### src/rtl/pair_alu_arbiter.sv
// Two-channel FWFT operand-pair ALU with round-robin arbitration onto one result FIFO.
// A grant pops both operands of one channel; the registered result is written the following cycle.
module pair_alu_arbiter #(
    parameter int DATA_WIDTH = 32,
    parameter int CH0_OP     = 0,
    parameter int CH1_OP     = 1
) (
    input  logic                  clock,
    input  logic                  reset,
    output logic                  c0_inA_rd_en,
    input  logic                  c0_inA_empty,
    input  logic [DATA_WIDTH-1:0] c0_inA_dout,
    output logic                  c0_inB_rd_en,
    input  logic                  c0_inB_empty,
    input  logic [DATA_WIDTH-1:0] c0_inB_dout,
    output logic                  c1_inA_rd_en,
    input  logic                  c1_inA_empty,
    input  logic [DATA_WIDTH-1:0] c1_inA_dout,
    output logic                  c1_inB_rd_en,
    input  logic                  c1_inB_empty,
    input  logic [DATA_WIDTH-1:0] c1_inB_dout,
    output logic                  out_wr_en,
    input  logic                  out_full,
    output logic [DATA_WIDTH-1:0] out_din,
    output logic                  out_tag,
    output logic [15:0]           grant_count0,
    output logic [15:0]           grant_count1
);

    typedef enum logic {ARB = 1'b0, WRITE = 1'b1} state_t;

    state_t                     state_reg, state_next;
    logic                       last_grant_reg;
    logic                       tag_reg;
    logic [DATA_WIDTH-1:0]      result_reg;
    logic [1:0][DATA_WIDTH-1:0] op_a, op_b, alu;
    logic [1:0]                 empty_a, empty_b, eligible;
    logic                       grant_valid;
    logic                       grant_ch;
    logic                       write_now;

    assign op_a    = {c1_inA_dout, c0_inA_dout};
    assign op_b    = {c1_inB_dout, c0_inB_dout};
    assign empty_a = {c1_inA_empty, c0_inA_empty};
    assign empty_b = {c1_inB_empty, c0_inB_empty};

    generate
        for (genvar gi = 0; gi < 2; gi++) begin : g_chan
            localparam int OP = (gi == 0) ? CH0_OP : CH1_OP;
            logic [15:0] count_reg;

            assign eligible[gi] = ~empty_a[gi] & ~empty_b[gi];

            if (OP == 1) begin : g_sub
                assign alu[gi] = op_a[gi] - op_b[gi];
            end else begin : g_add
                assign alu[gi] = op_a[gi] + op_b[gi];
            end

            // Completed-write counter; sticks at all-ones instead of wrapping.
            always_ff @(posedge clock or negedge reset) begin
                if (!reset) begin
                    count_reg <= '0;
                end else if (write_now && (tag_reg == 1'(gi)) && (count_reg != 16'hFFFF)) begin
                    count_reg <= count_reg + 16'd1;
                end
            end
        end
    endgenerate

    assign grant_count0 = g_chan[0].count_reg;
    assign grant_count1 = g_chan[1].count_reg;

    // Grants are gated by reset so no FIFO word is popped while the block is held in reset.
    always_comb begin
        state_next  = state_reg;
        grant_valid = 1'b0;
        grant_ch    = 1'b0;
        write_now   = 1'b0;
        case (state_reg)
            ARB: begin
                if (reset && (eligible != 2'b00)) begin
                    grant_valid = 1'b1;
                    grant_ch    = (eligible == 2'b11) ? ~last_grant_reg : eligible[1];
                    state_next  = WRITE;
                end
            end
            WRITE: begin
                if (!out_full) begin
                    write_now  = 1'b1;
                    state_next = ARB;
                end
            end
            default: state_next = ARB;
        endcase
    end

    always_ff @(posedge clock or negedge reset) begin
        if (!reset) begin
            state_reg      <= ARB;
            last_grant_reg <= 1'b1;
            tag_reg        <= 1'b0;
            result_reg     <= '0;
        end else begin
            state_reg <= state_next;
            if (grant_valid) begin
                result_reg     <= alu[grant_ch];
                tag_reg        <= grant_ch;
                last_grant_reg <= grant_ch;
            end
        end
    end

    assign c0_inA_rd_en = grant_valid & ~grant_ch;
    assign c0_inB_rd_en = grant_valid & ~grant_ch;
    assign c1_inA_rd_en = grant_valid & grant_ch;
    assign c1_inB_rd_en = grant_valid & grant_ch;
    assign out_wr_en    = write_now;
    assign out_din      = result_reg;
    assign out_tag      = tag_reg;

endmodule

### config.mk
export PLATFORM = sky130hd
export DESIGN_NAME = pair_alu_arbiter
export DESIGN_NICKNAME = d
export VERILOG_FILES = /design/src/rtl/pair_alu_arbiter.sv
export SDC_FILE = /design/constraint.sdc
export NUM_CORES = 1
export LEC_CHECK = 0
export ABC_CLOCK_PERIOD_IN_PS = 2400
export BUFFER_PORTS_ARGS = -buffer_cell sky130_fd_sc_hd__buf_4
export CORE_MARGIN = 2
export CORE_UTILIZATION = 45
export DETAILED_ROUTE_END_ITERATION = 6
export PLACE_DENSITY_LB_ADDON = 0.25
export SETUP_SLACK_MARGIN = 0.02
export SLEW_MARGIN = 20
export SYNTH_ARGS = -nofsm -noshare
export SYNTH_HDL_FRONTEND = slang
export SYNTH_SLANG_ARGS = --single-unit
export TNS_END_PERCENT = 10
### constraint.sdc
create_clock -name clock -period 2.4 [get_ports clock]
set_input_delay 0.48 -clock clock [delete_from_list [all_inputs] [get_ports clock]]
set_output_delay 0.48 -clock clock [all_outputs]
set_load 0.05 [all_outputs]
==> impl_metrics.ini <==
[outcome]
outcome = finished with violations
failed_checks = setup timing

[floorplan]
die_area_um2 = 15300
die_x_um = 124
io_pins = 205
core_area_um2 = 13900
die_h_um = 124
row_count = 43
floorplan.initialDensity_pct = 46.4

[critical_path]
critPathKind = in2reg
worst-path-buf-inv = 1
cpLargestDelayFamily = compound AO/OA/AOI/OAI gates
startpoint_type_of_the_worst_setup_path = input port
crit_path_cell_trace = buf_6 -> ha_4 -> fa_2 -> a21o_4 -> a221oi_4 -> nor4b_4 -> o2111ai_2 -> o211ai_1 -> a41oi_2 -> xor2_1 -> a21oi_1 -> o311a_1
path_max_fanout = 3
crit_path_top_delay_cell = sky130_fd_sc_hd__fa_2
cp-end-kind = flop
critical-path-max-stage-delay_ps = 350
worstPathArrival_ps = 2780
timing.critical_path.required_ps = 2610

[route]
firstDrtPassIters = 4
drt_iter0_markers = 521
post-route-drc-count = 0
route.detailed.wl_per_inst_um = 14.9
ant_nets = 0
routed-via-count = 6941
drt-vias-per-instance = 5.39
wirelength_mm = 19.2

[clock_tree]
cts-buffers-inserted = 9
clkSlewWorstSetupHoldPaths_ps = 60
clk-insertion-delay-late_ps = 330
cts_tree = built
cts_hold_buffers = 0
cts-htree-levels = 3
tritoncts_num_sinks = 67
cts.root.buffer_cell = sky130_fd_sc_hd__clkbuf_16
clockBufferDepth = 2

[sta]
setup_total_negative_slack_ps = -501
maxSlewViolCount = 0
max_freq_mhz = 389
number_of_hold_violations_in_the_final_report = 0
max-slew-margin-rel_pct = 43.3
layout_setup_ws_ps = -169
period_needed_ps = 2570
skew_ps = 6.59
worstMarginPinSlew_ps = 850
setup_viol = 7
rsz0062_at_grt = yes
min_period_over_period_pct = 107

[logic_synthesis]
yosysSeqAreaShare_pct = 26.0
synth_top_cell_area_share_pct = 25.6
yosys-top-cells-area = sky130_fd_sc_hd__dfrtp_1 (26%), sky130_fd_sc_hd__ha_1 (12%), sky130_fd_sc_hd__xnor2_1 (5.4%)
synthSimpleGateAreaFrac_pct = 18.6
synthFlopType = sky130_fd_sc_hd__dfrtp_1
synthCells = 780
synth_xor_area_share_pct = 10.6
netlist_area_um2 = 6460
synth_top_family_by_area = compound AO/OA/AOI/OAI gates
yosys.area.top_type = sky130_fd_sc_hd__dfrtp_1
synth.ff_latch_count = 67
post_synth_mux_area_share_pct = 1.16
syn_area_per_cell_um2 = 8.28
synth_warnings = 0
synthDistinctLibCells = 74
syn_nets = 981
async_reset_ff_share_pct = 100
post_synth_edffs = 0
synth_adder_area_share_pct = 13.0
synth_compound_gate_area_share_pct = 24.7

[global_route]
wire_length_of_the_first_global_routing_pass_mm = 31.0
grt_antenna_before_repair = 0
grt_overflow = 0
grt_pass1_vias = 6602
grt_max_degree = 68
overall_routing_resource_usage_pct = 25.3

[placed_design]
placed_cell_area_um2 = 9050
gpl_wtd_cong = 0.922
dp_hpwl_mm = 15.7
placement.setup.worst_slack_ps = -564
port_buffers = 204

[cells_and_area]
n_antenna_cell = 0
area_growth_syn_to_layout_pct = 49.3
final-seq-area_um2 = 1680
finalInstanceArea_um2 = 9640
largest_register_ff_count = 32
drive_above_1_share_pct = 38.4
nNetsFinal = 1304
fillers = 1155
multiInputGateArea_um2 = 4680

[job]
maxCapViolations = 0

[power]
power_switching_share_pct = 41.9
powerDensity_nw_per_um2 = 651
sequential_power_share_pct = 25.4
ir_drop_mv = 0.361
switching_power_total_mw = 2.63
power.clock.fraction_pct = 22.8
internal_power_mw = 3.65
leakagePower_nw = 4.83
pwr-share-comb_pct = 51.8

[min_path]
holdCritPathClass = in2async
[cell families (layout without fill, tap and decap cells)]
kind of cell | after synthesis | count (layout)
muxes | 7 | 7
AOI/OAI and AO/OA | 239 | 239
xor gates and xnor gates | 78 | 78
buffers and inverters | 73 | 401
adders and majority gates | 66 | 66
and+or+nand+nor | 250 | 250
DFF | 67 | 67
[layout make-up]
| class | count | area share [%] |
|---|---|---|
| multi-input combinational | 640 | 48.5 |
| timing repair buffer | 340 | 26.6 |
| sequential | 67 | 17.4 |
| clock buffer | 11 | 2.62 |
| tap | 180 | 2.34 |
| inverter | 45 | 1.76 |
| clock inverter | 5 | 0.778 |
[metal layers]
metal  part of all wire, %  global-route usage (%)  wire, um  vias up
li1                      -                       -         -     3466
met1                    45                    33.4      8540     3248
met2                    48                    42.6      9220      196
met3                   5.0                    3.07       961       31
met4                   2.4                    8.66       454        0
met5                     0                       0         0        -
[what timing repair did]
item                                    4_1_cts  5_1_grt
buffers inserted                              0        1
endpoints found under the setup margin       17       25
resized for setup                             5       46
pin swaps                                     4       25
[power groups by stage]
stage / registers (mW) / logic [mW] / clock network (mW)
after floorplan: 2.42 / 1.15 / 0
after global placement: 1.60 / 3.12 / 0
after detailed placement: 1.60 / 3.16 / 0
after CTS: 1.59 / 3.18 / 1.45
after global routing: 1.63 / 3.49 / 1.50
final: 1.59 / 3.25 / 1.43
[metrics by stage]
step                      hold WS, ps  power [mW]  cells  util (%)
final                             376        6.28   1288      69.2
after global routing              384        6.63   1288      69.2
after CTS                         375        6.23   1287      67.5
after detailed placement          456        4.77   1271      65.0
after global placement            446        4.72   1271      65.0
after floorplan                   184        3.57    780         -
[worst reg2reg max path, stage by stage (launching register included)]
cell and delay [ps]:
sky130_fd_sc_hd__dfrtp_1 430, sky130_fd_sc_hd__and3_1 220, sky130_fd_sc_hd__nand3_1 160, sky130_fd_sc_hd__nor3_1 110, sky130_fd_sc_hd__a31oi_2 330, sky130_fd_sc_hd__nor2b_1 250, sky130_fd_sc_hd__nor2b_1 290, sky130_fd_sc_hd__nand3_1 140
sky130_fd_sc_hd__xnor2_1 150
[Yosys cell counts (11+ instances only)]
library cell,instances
sky130_fd_sc_hd__nor2b_1,12
sky130_fd_sc_hd__and3_1,11
sky130_fd_sc_hd__nand2_1,88
sky130_fd_sc_hd__dfrtp_1,66
sky130_fd_sc_hd__nand4_1,16
sky130_fd_sc_hd__xor2_1,38
sky130_fd_sc_hd__inv_1,43
sky130_fd_sc_hd__nor2_1,53
sky130_fd_sc_hd__clkbuf_1,12
sky130_fd_sc_hd__a21o_1,23
sky130_fd_sc_hd__a21oi_1,67
sky130_fd_sc_hd__xnor2_1,40
sky130_fd_sc_hd__nor3_1,14
sky130_fd_sc_hd__ha_1,64
sky130_fd_sc_hd__o21ai_0,47
sky130_fd_sc_hd__nand3_1,26
[path summary, 6_finish.rpt]
path / startpoint / end / slack, ps / cells past startpoint
min in group clock: out_full / state_reg / 390 / 3
min: reset / grant_count1[3] / 380 / 2
max: c0_inB_dout[0] / out_din[30] / -170 / 12
max reg2reg: grant_count1[3] / grant_count1[14] / 200 / 8
max in group asynchronous: reset / out_din[12] / 1450 / 2
min reg2reg: last_grant_reg / last_grant_reg / 460 / 2
[layout by cell type (no fill, tap or decap), drive strengths merged, types with 4 or more instances in the layout]
| cell type | n |
|---|---|
| a211oi | 9 |
| nor2b | 12 |
| buf | 340 |
| nor4 | 4 |
| clkinv | 4 |
| and3 | 13 |
| or2 | 4 |
| nor3 | 14 |
| o211ai | 6 |
| a21oi | 67 |
| dfrtp | 66 |
| o221ai | 5 |
| ha | 64 |
| o21a | 8 |
| nand3 | 26 |
| xor2 | 38 |
| o21ai | 47 |
| or3 | 4 |
| nand2 | 88 |
| a21o | 27 |
| inv | 44 |
| nand4 | 16 |
| mux2 | 4 |
| o22ai | 8 |
| xnor2 | 40 |
| o21bai | 11 |
| nor2 | 54 |
| clkbuf | 11 |
| o31ai | 6 |
| nand2b | 6 |
| a31oi | 10 |
| o31a | 4 |
| a221oi | 4 |
(Power assumes the default switching activity.)
